==> src/rtl/operand_loader_pkg.sv <==
// Shared types and widths for the operand loader slice.
// Optional debounce is selected by OPERAND_LOADER_DEBOUNCE_EN.
package operand_loader_pkg;

  localparam int OPERAND_W = 4;
  localparam int DBC_W     = 16;

  // Encoding 2'd3 is unreachable; the FSM maps it back to GET_A.
  typedef enum logic [1:0] {
    GET_A = 2'd0,
    GET_B = 2'd1,
    READY = 2'd2
  } state_t;

endpackage

==> src/rtl/operand_loader_btn_debounce.sv <==
// Button conditioner: 2-flop synchronizer, optional debounce counter, rise pulse.
// The counter exists only when OPERAND_LOADER_DEBOUNCE_EN is defined.
module btn_debounce
  import operand_loader_pkg::*;
#(
  parameter logic [DBC_W-1:0] DEBOUNCE_CYCLES = 16'd50000
) (
  input  logic clk,
  input  logic rst,
  input  logic i_raw,
  output logic o_pulse
);

  logic r_sync1;
  logic r_sync2;
  logic r_level_d;
  logic w_level;

  // Two-stage synchronizer for the raw button level.
  always_ff @(posedge clk or posedge rst) begin
    if (rst) begin
      r_sync1 <= 1'b0;
      r_sync2 <= 1'b0;
    end else begin
      r_sync1 <= i_raw;
      r_sync2 <= r_sync1;
    end
  end

`ifdef OPERAND_LOADER_DEBOUNCE_EN
  logic             r_level;
  logic [DBC_W-1:0] r_cnt;

  // Accept a new level only after it has differed for DEBOUNCE_CYCLES edges.
  always_ff @(posedge clk or posedge rst) begin
    if (rst) begin
      r_level <= 1'b0;
      r_cnt   <= {DBC_W{1'b0}};
    end else if (r_sync2 == r_level) begin
      r_cnt <= {DBC_W{1'b0}};
    end else if (r_cnt == DEBOUNCE_CYCLES - 16'd1) begin
      r_level <= r_sync2;
      r_cnt   <= {DBC_W{1'b0}};
    end else begin
      r_cnt <= r_cnt + 16'd1;
    end
  end

  assign w_level = r_level;
`else
  // Without debounce the period setting has no effect.
  logic w_unused_dbc;
  assign w_unused_dbc = ^DEBOUNCE_CYCLES;
  assign w_level      = r_sync2;
`endif

  // Previous accepted level, for rising-edge detection.
  always_ff @(posedge clk or posedge rst) begin
    if (rst) begin
      r_level_d <= 1'b0;
    end else begin
      r_level_d <= w_level;
    end
  end

  assign o_pulse = w_level & ~r_level_d;

endmodule

==> src/rtl/operand_loader.sv <==
// Captures two operands from one switch bank on successive load presses.
// Define OPERAND_LOADER_DEBOUNCE_EN to enable button debounce counters.
module operand_loader
  import operand_loader_pkg::*;
#(
  parameter logic [DBC_W-1:0] DEBOUNCE_CYCLES = 16'd50000
) (
  input  logic                 clk,
  input  logic                 rst,
  input  logic [OPERAND_W-1:0] sw,
  input  logic                 btn_load,
  input  logic                 btn_clr,
  output logic [OPERAND_W-1:0] a,
  output logic [OPERAND_W-1:0] b,
  output logic                 valid,
  output logic                 want_b
);

  logic [OPERAND_W-1:0] r_sw_s1;
  logic [OPERAND_W-1:0] r_sw_s2;
  logic [OPERAND_W-1:0] r_a;
  logic [OPERAND_W-1:0] r_b;
  logic                 r_valid;
  logic                 r_want_b;
  state_t               r_state;
  logic                 w_load_pulse;
  logic                 w_clr_pulse;

  btn_debounce #(.DEBOUNCE_CYCLES(DEBOUNCE_CYCLES)) u_load_dbc (
    .clk     (clk),
    .rst     (rst),
    .i_raw   (btn_load),
    .o_pulse (w_load_pulse)
  );

  btn_debounce #(.DEBOUNCE_CYCLES(DEBOUNCE_CYCLES)) u_clr_dbc (
    .clk     (clk),
    .rst     (rst),
    .i_raw   (btn_clr),
    .o_pulse (w_clr_pulse)
  );

  // Switch bank synchronizer; operands are captured from the second stage only.
  always_ff @(posedge clk or posedge rst) begin
    if (rst) begin
      r_sw_s1 <= {OPERAND_W{1'b0}};
      r_sw_s2 <= {OPERAND_W{1'b0}};
    end else begin
      r_sw_s1 <= sw;
      r_sw_s2 <= r_sw_s1;
    end
  end

  // Entry FSM; status flags are set alongside the state they describe.
  always_ff @(posedge clk or posedge rst) begin
    if (rst) begin
      r_state  <= GET_A;
      r_a      <= {OPERAND_W{1'b0}};
      r_b      <= {OPERAND_W{1'b0}};
      r_valid  <= 1'b0;
      r_want_b <= 1'b0;
    end else if (w_clr_pulse) begin
      r_state  <= GET_A;
      r_a      <= {OPERAND_W{1'b0}};
      r_b      <= {OPERAND_W{1'b0}};
      r_valid  <= 1'b0;
      r_want_b <= 1'b0;
    end else begin
      case (r_state)
        GET_A: begin
          if (w_load_pulse) begin
            r_a      <= r_sw_s2;
            r_state  <= GET_B;
            r_want_b <= 1'b1;
          end else begin
            r_want_b <= 1'b0;
          end
          r_valid <= 1'b0;
        end
        GET_B: begin
          if (w_load_pulse) begin
            r_b      <= r_sw_s2;
            r_state  <= READY;
            r_valid  <= 1'b1;
            r_want_b <= 1'b0;
          end else begin
            r_valid  <= 1'b0;
            r_want_b <= 1'b1;
          end
        end
        READY: begin
          if (w_load_pulse) begin
            r_a      <= r_sw_s2;
            r_state  <= GET_B;
            r_valid  <= 1'b0;
            r_want_b <= 1'b1;
          end else begin
            r_valid  <= 1'b1;
            r_want_b <= 1'b0;
          end
        end
        default: begin
          r_state  <= GET_A;
          r_valid  <= 1'b0;
          r_want_b <= 1'b0;
        end
      endcase
    end
  end

  assign a      = r_a;
  assign b      = r_b;
  assign valid  = r_valid;
  assign want_b = r_want_b;

endmodule

==> config.mk <==
export PLATFORM = sky130hd
export DESIGN_NAME = operand_loader
export DESIGN_NICKNAME = d
export VERILOG_FILES = /design/src/rtl/operand_loader_pkg.sv /design/src/rtl/operand_loader_btn_debounce.sv /design/src/rtl/operand_loader.sv
export SDC_FILE = /design/constraint.sdc
export NUM_CORES = 1
export LEC_CHECK = 0
export ABC_AREA = 1
export CAP_MARGIN = 5
export CORE_MARGIN = 8
export CORE_UTILIZATION = 45
export DETAILED_ROUTE_END_ITERATION = 10
export PLACE_DENSITY = 0.71
export SYNTH_ARGS = -nofsm -noshare
export SYNTH_HDL_FRONTEND = slang
export SYNTH_SLANG_ARGS = --single-unit
==> constraint.sdc <==
create_clock -name clk -period 1.91 [get_ports clk]
set_input_delay 0.4775 -clock clk [delete_from_list [all_inputs] [get_ports clk]]
set_output_delay 0.4775 -clock clk [all_outputs]
set_load 0.02 [all_outputs]
==> run summary, run 1 <==
Clock share of power: 0.326
Final setup vio count: 0
Initial antenna violation count: 0
Worst hold path type: register to register
Worst skew pair latency: 0.31 ns
Diodes inserted: 0
Final instance area: 1154 sq um
Setup_tns: 0 ns
CP Buf/Inv Count: 1
Core area: 1922 sq um
Clock Skews: 0.009334 ns
Cell taking the most area after synthesis: dfrtp_1
Synthesized cell area: 889.6 sq um
Total clock buffers created by CTS: 3
Synth cell types: 10
Startpoint type of the worst setup path: register
Pre-antenna DRT Iters: 4
Hold Path End: u_clr_dbc.r_sync2
Post-CTS Setup Bufs: 0
Worst flop-to-flop path startpoint: u_clr_dbc.r_level_d
Hold_ws: 0.3646 ns
CTS tree: done
Post-Syn Nets: 90
Layout area overhead: 29.68%
RR Endpoint: b[0]
CTS max path bufs: 2
Largest net degree at the start of global routing: 27
Row cnt: 16
Yosys warns: 0
CP Capture Type: output pin
Worst-path cell chain: clkdlybuf4s50_1
Area after DPL: 1101 sq um
ANT nets after route: 0
Worst IR Drop VDD: 0.4222 mV
Clk Tree Root Cell: clkbuf_4
Starting density of the core: 0.4629
Psw: 0.2515 mW
PwrDens: 968.4 nW/um^2
FF+latch count, synth: 26
Fmax: 0.5552 GHz
Grt total ovfl: 0
RSZ-0062 raised after global routing: false
Flop2flop setup slack: 0.91 ns
Detailed placement HPWL: 1.111 mm
Drt wl/cell: 10.97 um
Post-route clock period utilization: 0.9431
Max Transition Viols Final: 0
Htree depth: 1
Synth top area share: 0.7314
Pre-CTS setup slack: 0.4522 ns
Initial DRC count: 12
Outcome: completed
Proportion of layout cells with a drive suffix above 1: 0.09615
Hold buffer count at CTS: 0
Gate Count Post-Synth: 82
Vias in the first global route: 620
Final worst slack: 0.1088 ns
Final Hold Viols: 0
Clock slew at reported path FFs: 0.14 ns
DIE HEIGHT: 60.46 um
Delay-heaviest family, CP: buffers and inverters
Ranking of synthesized cells by area: dfrtp_1 (73%), nand2_1 (9.7%), nand3_1 (4.5%)
Die area: 3655 sq um
Syn_area_per_cell: 10.85 sq um
Number of I/O port buffers: 17
Final net count: 113
Register area share after synthesis: 0.7314
Ports: 18
WS Path Type: register to output pin
Total track usage: 0.09683
Maxcap violations: 0
Vias: 583
Measured slew at the worst slew-check pin: 0.3098 ns
Register share of total power: 0.544
Global-route wire length before repair: 2.601 mm
Most common cell after layout, fill and taps aside: dfrtp_1
Worst r2r path cells: 4
Hold Path Depth: 0
GP Congestion: 0.7678
Sw Ratio: 0.2251
Leak: 0.5753 nW
Worst setup path startpoint: a[1]
DRC Markers: 0
Critical Path Max Stage Delay: 0.63 ns
Combinational Power Share: 0.131
Critical path data arrival time: 1.32 ns
Min-Delay Startpoint: u_clr_dbc.r_sync1
Most frequent cells in the layout: dfrtp_1 (26), nand2_1 (23), clkdlybuf4s50_1 (17), inv_1 (10), nand3_1 (8)
CTS sink cnt: 26
Critical Path RT: 1.43 ns
Post-layout power: 1.117 mW
Period minus WS final: 1.801 ns
CP max-delay cell: clkdlybuf4s50_1
Largest fanout on the critical path: 2
WL final: 1.437 mm
Die Width: 60.46 um
Post-CTS Resized: 0
Via density: 4.450
Relative slew slack: 0.7935
Internal Power: 0.8657 mW
[registers in the layout (all words and copies together), names as in the netlist]
name                  cells
a                         4
b                         4
r_sw_s1                   4
r_sw_s2                   4
r_state                   2
u_clr_dbc.r_level_d       1
u_clr_dbc.r_sync1         1
u_clr_dbc.r_sync2         1
u_load_dbc.r_level_d      1
u_load_dbc.r_sync1        1
u_load_dbc.r_sync2        1
valid                     1
want_b                    1
[per-stage QoR]
stage          instances  utilization
2_1_floorplan         82            -
3_3_place_gp         127       0.5729
3_5_place_dp         127       0.5729
4_1_cts              131       0.6003
5_1_grt              131       0.6003
6_report             131       0.6003
[routing by layer]
layer,global-route usage,wire (um),up-vias
met5,0,0,-
met4,0.06977,19,0
met3,0.02331,100,2
met2,0.1662,728,17
met1,0.1014,589,269
li1,-,-,295
[worst reg2reg max path: cells and delay by family (launching register included)]
| kind | cells | cell delay (ns) |
|---|---|---|
| flops | 1 | 0.42 |
| simple gates | 3 | 0.37 |
| buf+inv | 1 | 0.12 |
[final cells by class]
type	instances	area [sq um]
Multi-Input combinational cell	45	197.7
Tap cell	27	33.78
Inverter	11	41.29
Fill cell	185	768.2
Clock buffer	3	22.52
Sequential cell	26	650.6
Timing Repair Buffer	18	177.7
Clock inverter	1	30.03
[power groups by stage]
stage	clock network [mW]	logic (mW)	registers, mW
global placement	0	0.145	0.616
global route	0.395	0.161	0.612
detailed placement	0	0.149	0.619
floorplan	0	0.0537	0.641
CTS	0.373	0.149	0.608
finish	0.364	0.146	0.607
[cell usage after synthesis, drive strengths merged]
| library cell | instances |
|---|---|
| inv | 11 |
| nand2 | 23 |
| nor2 | 11 |
| o21ai | 1 |
| a21oi | 2 |
| dfrtp | 26 |
| nand3 | 8 |
[worst max path at each step]
stage               endpoint  depth (start not counted)
CTS                     a[1]                          1
detailed placement      a[1]                          1
global route            a[1]                          1
finish                  a[1]                          1
floorplan               a[0]                          1
global placement        a[3]                          1
[cells by family after synthesis]
family	Yosys count	share of synthesized area
AO/OA/AOI/OAI	3	0.01687
flip-flops	26	0.7314
AND/OR/NAND/NOR	42	0.2053
buffers and inverters	11	0.04641
No activity file was read; power rests on OpenSTA's default activity.
==> run 2, diff against run 1 <==
--- a/config.mk
+++ b/config.mk
@@ -13,4 +13,5 @@
 export PLACE_DENSITY = 0.71
 export SYNTH_ARGS = -nofsm -noshare
 export SYNTH_HDL_FRONTEND = slang
+export SYNTH_HIERARCHICAL = 1
 export SYNTH_SLANG_ARGS = --single-unit
==> run 2 against run 1 <==
Routed wire length shrank 0.49%. Die area grew 2.7%. Area after synthesis grew 3.7%. Non-clock buffer count is the same. Hold slack lost 0.0010 ns. Design area shrank 1.7%. Combinational power grew 13%. Critical path depth is the same. Clock skew shrank 0.0028 ns. Sequential cell count is the same. Critical path type unchanged. Largest power group unchanged. Highest routed layer unchanged.
==> run summary, run 2 <==
RSZ-0062 raised after global routing: false
Worst skew pair latency: 0.30 ns
Count leader, synth: dfrtp_1
Via density: 4.617
FF+latch count, synth: 26
PwrDens: 871.8 nW/um^2
Worst flop-to-flop path startpoint: u_load_dbc/r_level_d
Final Hold Viols: 0
Drt wl/cell: 11.17 um
Largest fanout on the critical path: 2
Worst r2r path cells: 4
Final worst slack: 0.1402 ns
Delay-heaviest family, CP: buffers and inverters
Initial antenna violation count: 0
CP max-delay cell: clkdlybuf4s50_1
Post-CTS Resized: 0
Max Transition Viols Final: 0
CTS tree: done
Final setup vio count: 0
Register area share after synthesis: 0.7056
Layout area overhead: 22.93%
Total clock buffers created by CTS: 3
Measured slew at the worst slew-check pin: 0.4703 ns
Worst IR Drop VDD: 0.5720 mV
Synth cell types: 11
Die area: 3753 sq um
CP Capture Type: output pin
Total track usage: 0.09103
Critical path data arrival time: 1.29 ns
Initial DRC count: 7
Row cnt: 16
Top post-synthesis cells by count: dfrtp_1 (26), nand3_1 (18), nand2_1 (13)
Hold Path End: u_clr_dbc/r_sync2
CTS sink cnt: 26
Detailed placement HPWL: 1.111 mm
Critical Path Max Stage Delay: 0.62 ns
Post-layout power: 0.9882 mW
Post-route clock period utilization: 0.9266
Clock slew at reported path FFs: 0.12 ns
Post-Syn Nets: 90
Grt total ovfl: 0
Largest net degree at the start of global routing: 21
Diodes inserted: 0
Hold Path Depth: 0
Min-Delay Startpoint: u_clr_dbc/r_sync1
Synthesized cell area: 922.1 sq um
Proportion of layout cells with a drive suffix above 1: 0.1089
Cell taking the most area after synthesis: dfrtp_1
Starting density of the core: 0.4749
Syn_area_per_cell: 11.25 sq um
Post-synthesis async set-or-reset flop share: 1.000
DRC Markers: 0
Most common cell after layout, fill and taps aside: dfrtp_1
DIE HEIGHT: 61.27 um
Htree depth: 1
Maxcap violations: 0
Number of I/O port buffers: 17
EDFF count, synth: 0
Top_reg_cell synth: dfrtp_1
Leak: 0.5768 nW
Fmax: 0.5650 GHz
Gate Count Post-Synth: 82
Die Width: 61.27 um
Startpoint type of the worst setup path: register
Yosys warns: 6
Pre-antenna DRT Iters: 3
ANT nets after route: 0
Vias: 591
WS Path Type: register to output pin
Clk Tree Root Cell: clkbuf_4
Setup_tns: 0 ns
Worst hold path type: register to register
Most frequent cells in the layout: dfrtp_1 (26), nand3_1 (18), clkdlybuf4s50_1 (17), nand2_1 (13), inv_1 (10)
Outcome: completed
Flop2flop setup slack: 0.65 ns
Relative slew slack: 0.6861
Critical Path RT: 1.43 ns
Pre-CTS setup slack: 0.4779 ns
Vias in the first global route: 688
WL final: 1.430 mm
Ports: 18
Core area: 1942 sq um
Synth top area share: 0.7056
RR Endpoint: b[1]
Post-CTS Setup Bufs: 0
Global-route wire length before repair: 2.553 mm
Final net count: 111
Clock Skews: 0.006547 ns
CP Buf/Inv Count: 1
Ranking of synthesized cells by area: dfrtp_1 (71%), nand3_1 (9.8%), nand2_1 (5.3%)
CTS max path bufs: 2
GP Congestion: 0.7728
Hold buffer count at CTS: 0
Period minus WS final: 1.770 ns
Worst-path cell chain: clkdlybuf4s50_1
run 2: cell count changes in the layout (fill, tap and decap cells not counted), moves of 2 or more:
cell     change
a21oi_1      -2
inv_2        +2
nand2_1     -10
nand3_1     +10
nand4_1      +2
nor2_1       -3
run 2: per-stage QoR:
stage | hold slack (ns) | instance area (sq um) | utilization | instances
floorplan | 0.2311 | 922.1 | - | 82
global placement | 0.3317 | 1111 | 0.5722 | 125
detailed placement | 0.3379 | 1111 | 0.5722 | 125
CTS | 0.3660 | 1134 | 0.5838 | 128
global route | 0.3786 | 1134 | 0.5838 | 128
finish | 0.3636 | 1134 | 0.5838 | 128
run 2: layout make-up:
cell class                 instances  area [sq um]
multi-input combinational         41         200.2
timing repair buffer              18         177.7
clock buffer                       3         22.52
tap                               27         33.78
fill                             192         808.3
inverter                          13         48.80
sequential                        26         650.6
run 2: power by group:
part           internal, mW  total, mW  switching [mW]  leakage, nW
combinational        0.0710      0.165          0.0937        0.239
sequential            0.591      0.611          0.0200        0.324
clock                0.0735      0.212           0.139       0.0138
total                 0.736      0.988           0.252        0.577
run 2: logic make-up (layout without fill, tap and decap cells):
group / count (synthesis) / after routing / synth area share
and+or+nand+nor: 41 / 41 / 0.2171
DFF: 26 / 26 / 0.7056
buffers and inverters: 15 / 34 / 0.07734
run 2: worst max path at each step:
stage | from | to | cells after the start
3_5_place_dp | a[0] | a[0] | 1
3_3_place_gp | a[2] | a[2] | 1
2_1_floorplan | u_clr_dbc/r_level_d | r_state[1] | 5
4_1_cts | a[0] | a[0] | 1
5_1_grt | a[0] | a[0] | 1
6_report | a[0] | a[0] | 1
run 2: layer usage:
| metal | routed length (um) | vias to the layer above | GRT usage |
|---|---|---|---|
| met1 | 620 | 273 | 0.08953 |
| li1 | - | 298 | - |
| met2 | 686 | 16 | 0.1567 |
| met4 | 28 | 0 | 0.07309 |
| met3 | 94 | 4 | 0.02505 |
| met5 | 0 | - | 0 |
==> run 3, diff against run 2 <==
--- a/config.mk
+++ b/config.mk
@@ -8,9 +8,9 @@
 export ABC_AREA = 1
 export CAP_MARGIN = 5
 export CORE_MARGIN = 8
-export CORE_UTILIZATION = 45
+export CORE_UTILIZATION = 44
 export DETAILED_ROUTE_END_ITERATION = 10
-export PLACE_DENSITY = 0.71
+export PLACE_DENSITY = 0.72
 export SYNTH_ARGS = -nofsm -noshare
 export SYNTH_HDL_FRONTEND = slang
 export SYNTH_HIERARCHICAL = 1
==> constraint.sdc (replaced) <==
create_clock -name clk -period 1.49 [get_ports clk]
set_input_delay 0.3725 -clock clk [delete_from_list [all_inputs] [get_ports clk]]
set_output_delay 0.3725 -clock clk [all_outputs]
set_load 0.02 [all_outputs]
==> run 3 against run 2 <==
Sequential power grew 28%. Combinational power is 18% higher. Clock skew rose by 0.0033 ns. Register-to-register slack worse by 0.25 ns. Count of clock-buffer cells in the layout unchanged. Critical path depth unchanged. Utilization rose by 0.68 points. First-iteration DRC count increased by 14%.
==> run summary, run 3 (same netlist as run 2, synthesis figures left out) <==
Initial DRC count: 8
Htree depth: 1
Critical path data arrival time: 1.04 ns
Worst IR Drop VDD: 0.6861 mV
Ports: 18
Die area: 3817 sq um
Global-route wire length before repair: 2.656 mm
Fin util: 0.5906
Detailed placement HPWL: 1.182 mm
Number of I/O port buffers: 17
Row cnt: 16
Critical Path Max Stage Delay: 0.41 ns
Clk Tree Root Cell: clkbuf_4
CTS tree: done
Setup_tns: 0 ns
Hold_ws: 0.2623 ns
CTS sink cnt: 26
PwrDens: 1249 nW/um^2
Grt total ovfl: 0
Starting density of the core: 0.4700
Initial antenna violation count: 0
Startpoint type of the worst setup path: register
Delay-heaviest family, CP: flip-flops
Period minus WS final: 1.417 ns
CTS max path bufs: 2
Worst hold path type: input port to async pin
Worst r2r path cells: 4
Proportion of layout cells with a drive suffix above 1: 0.1262
Layout area overhead: 25.64%
Hold buffer count at CTS: 0
Diodes inserted: 0
Final net count: 112
Clock Skews: 0.009848 ns
Largest net degree at the start of global routing: 21
Clock slew at reported path FFs: 0.14 ns
Post-CTS Setup Bufs: 0
Drt wl/cell: 11.70 um
Critical Path RT: 1.12 ns
Die Width: 61.78 um
Final Hold Viols: 0
Flop2flop setup slack: 0.40 ns
Most common cell after layout, fill and taps aside: dfrtp_1
Core area: 1962 sq um
CP Buf/Inv Count: 1
RSZ-0062 raised after global routing: false
Fillers: 186
Final setup vio count: 0
Total track usage: 0.09444
CP max-delay cell: dfrtp_1
Pre-antenna DRT Iters: 4
WS Path Type: register to output pin
DRC Markers: 0
GP Congestion: 0.8076
ANT nets after route: 0
Vias in the first global route: 637
WL final: 1.521 mm
Outcome: completed
Post-route clock period utilization: 0.9509
Largest fanout on the critical path: 2
Multi-input logic area: 200.2 sq um
Vias: 597
Max Transition Viols Final: 0
Most frequent cells in the layout: dfrtp_1 (26), nand3_1 (18), nand2_1 (13), inv_1 (10), dlygate4sd2_1 (10)
Maxcap violations: 0
Worst flop-to-flop path startpoint: u_load_dbc/r_level_d
Measured slew at the worst slew-check pin: 0.2645 ns
Post-layout power: 1.447 mW
Worst skew pair latency: 0.31 ns
DIE HEIGHT: 61.78 um
Fmax: 0.7058 GHz
Relative slew slack: 0.8235
CP Capture Type: output pin
Total clock buffers created by CTS: 3
RR Endpoint: b[3]
Worst-path cell chain: dlygate4sd2_1
Critical path depth: 1
Via density: 4.592
Leak: 0.6359 nW
Register area: 650.6 sq um
## run 3: changes by cell type in the layout (fill, tap and decap cells not counted)
cell / delta
dlygate4sd2_1: +10
clkdlybuf4s50_1: -10
buf_4: +1
bufinv_16: +1
## run 3: per-stage QoR
step	instances	area (sq um)	setup WS (ns)
floorplan	82	922.1	0.5218
detailed placement	126	1119	0.1734
finish	130	1159	0.07313
CTS	130	1159	0.06246
global route	130	1159	0.01294
global placement	126	1119	0.1765
## run 3: metal layers
layer  vias up  wire, um  global-route usage
met2        18       733              0.1521
met4         0        10             0.06494
li1        299         -                   -
met5         -         0                   0
met1       278       666              0.1081
met3         2       111             0.02263
## run 3: cell type report
| type | count | share of cell area |
|---|---|---|
| Clock inverter | 1 | 0.02592 |
| Multi-Input combinational cell | 41 | 0.1728 |
| Sequential cell | 26 | 0.5616 |
| Timing Repair Buffer | 19 | 0.1490 |
| Clock buffer | 3 | 0.01944 |
| Inverter | 13 | 0.04212 |
| Tap cell | 27 | 0.02916 |
## run 3: how the worst max path moves through the flow
stage / slack [ns] / from / end
CTS: 0.06 / a[3] / a[3]
global placement: 0.18 / a[2] / a[2]
floorplan: 0.52 / u_clr_dbc/r_level_d / r_state[1]
detailed placement: 0.17 / a[3] / a[3]
global route: 0.01 / a[3] / a[3]
finish: 0.07 / b[1] / b[1]
## run 3: what timing repair did
item	CTS	global route
endpoints found under the hold margin	0	0
resized for setup	10	0
endpoints found under the setup margin	10	0
## run 3: power breakdown
part / internal, mW / switching, mW / total (mW)
Combinational: 0.0726 / 0.122 / 0.194
Clock: 0.272 / 0.199 / 0.471
Sequential: 0.758 / 0.0239 / 0.782
Total: 1.10 / 0.344 / 1.45
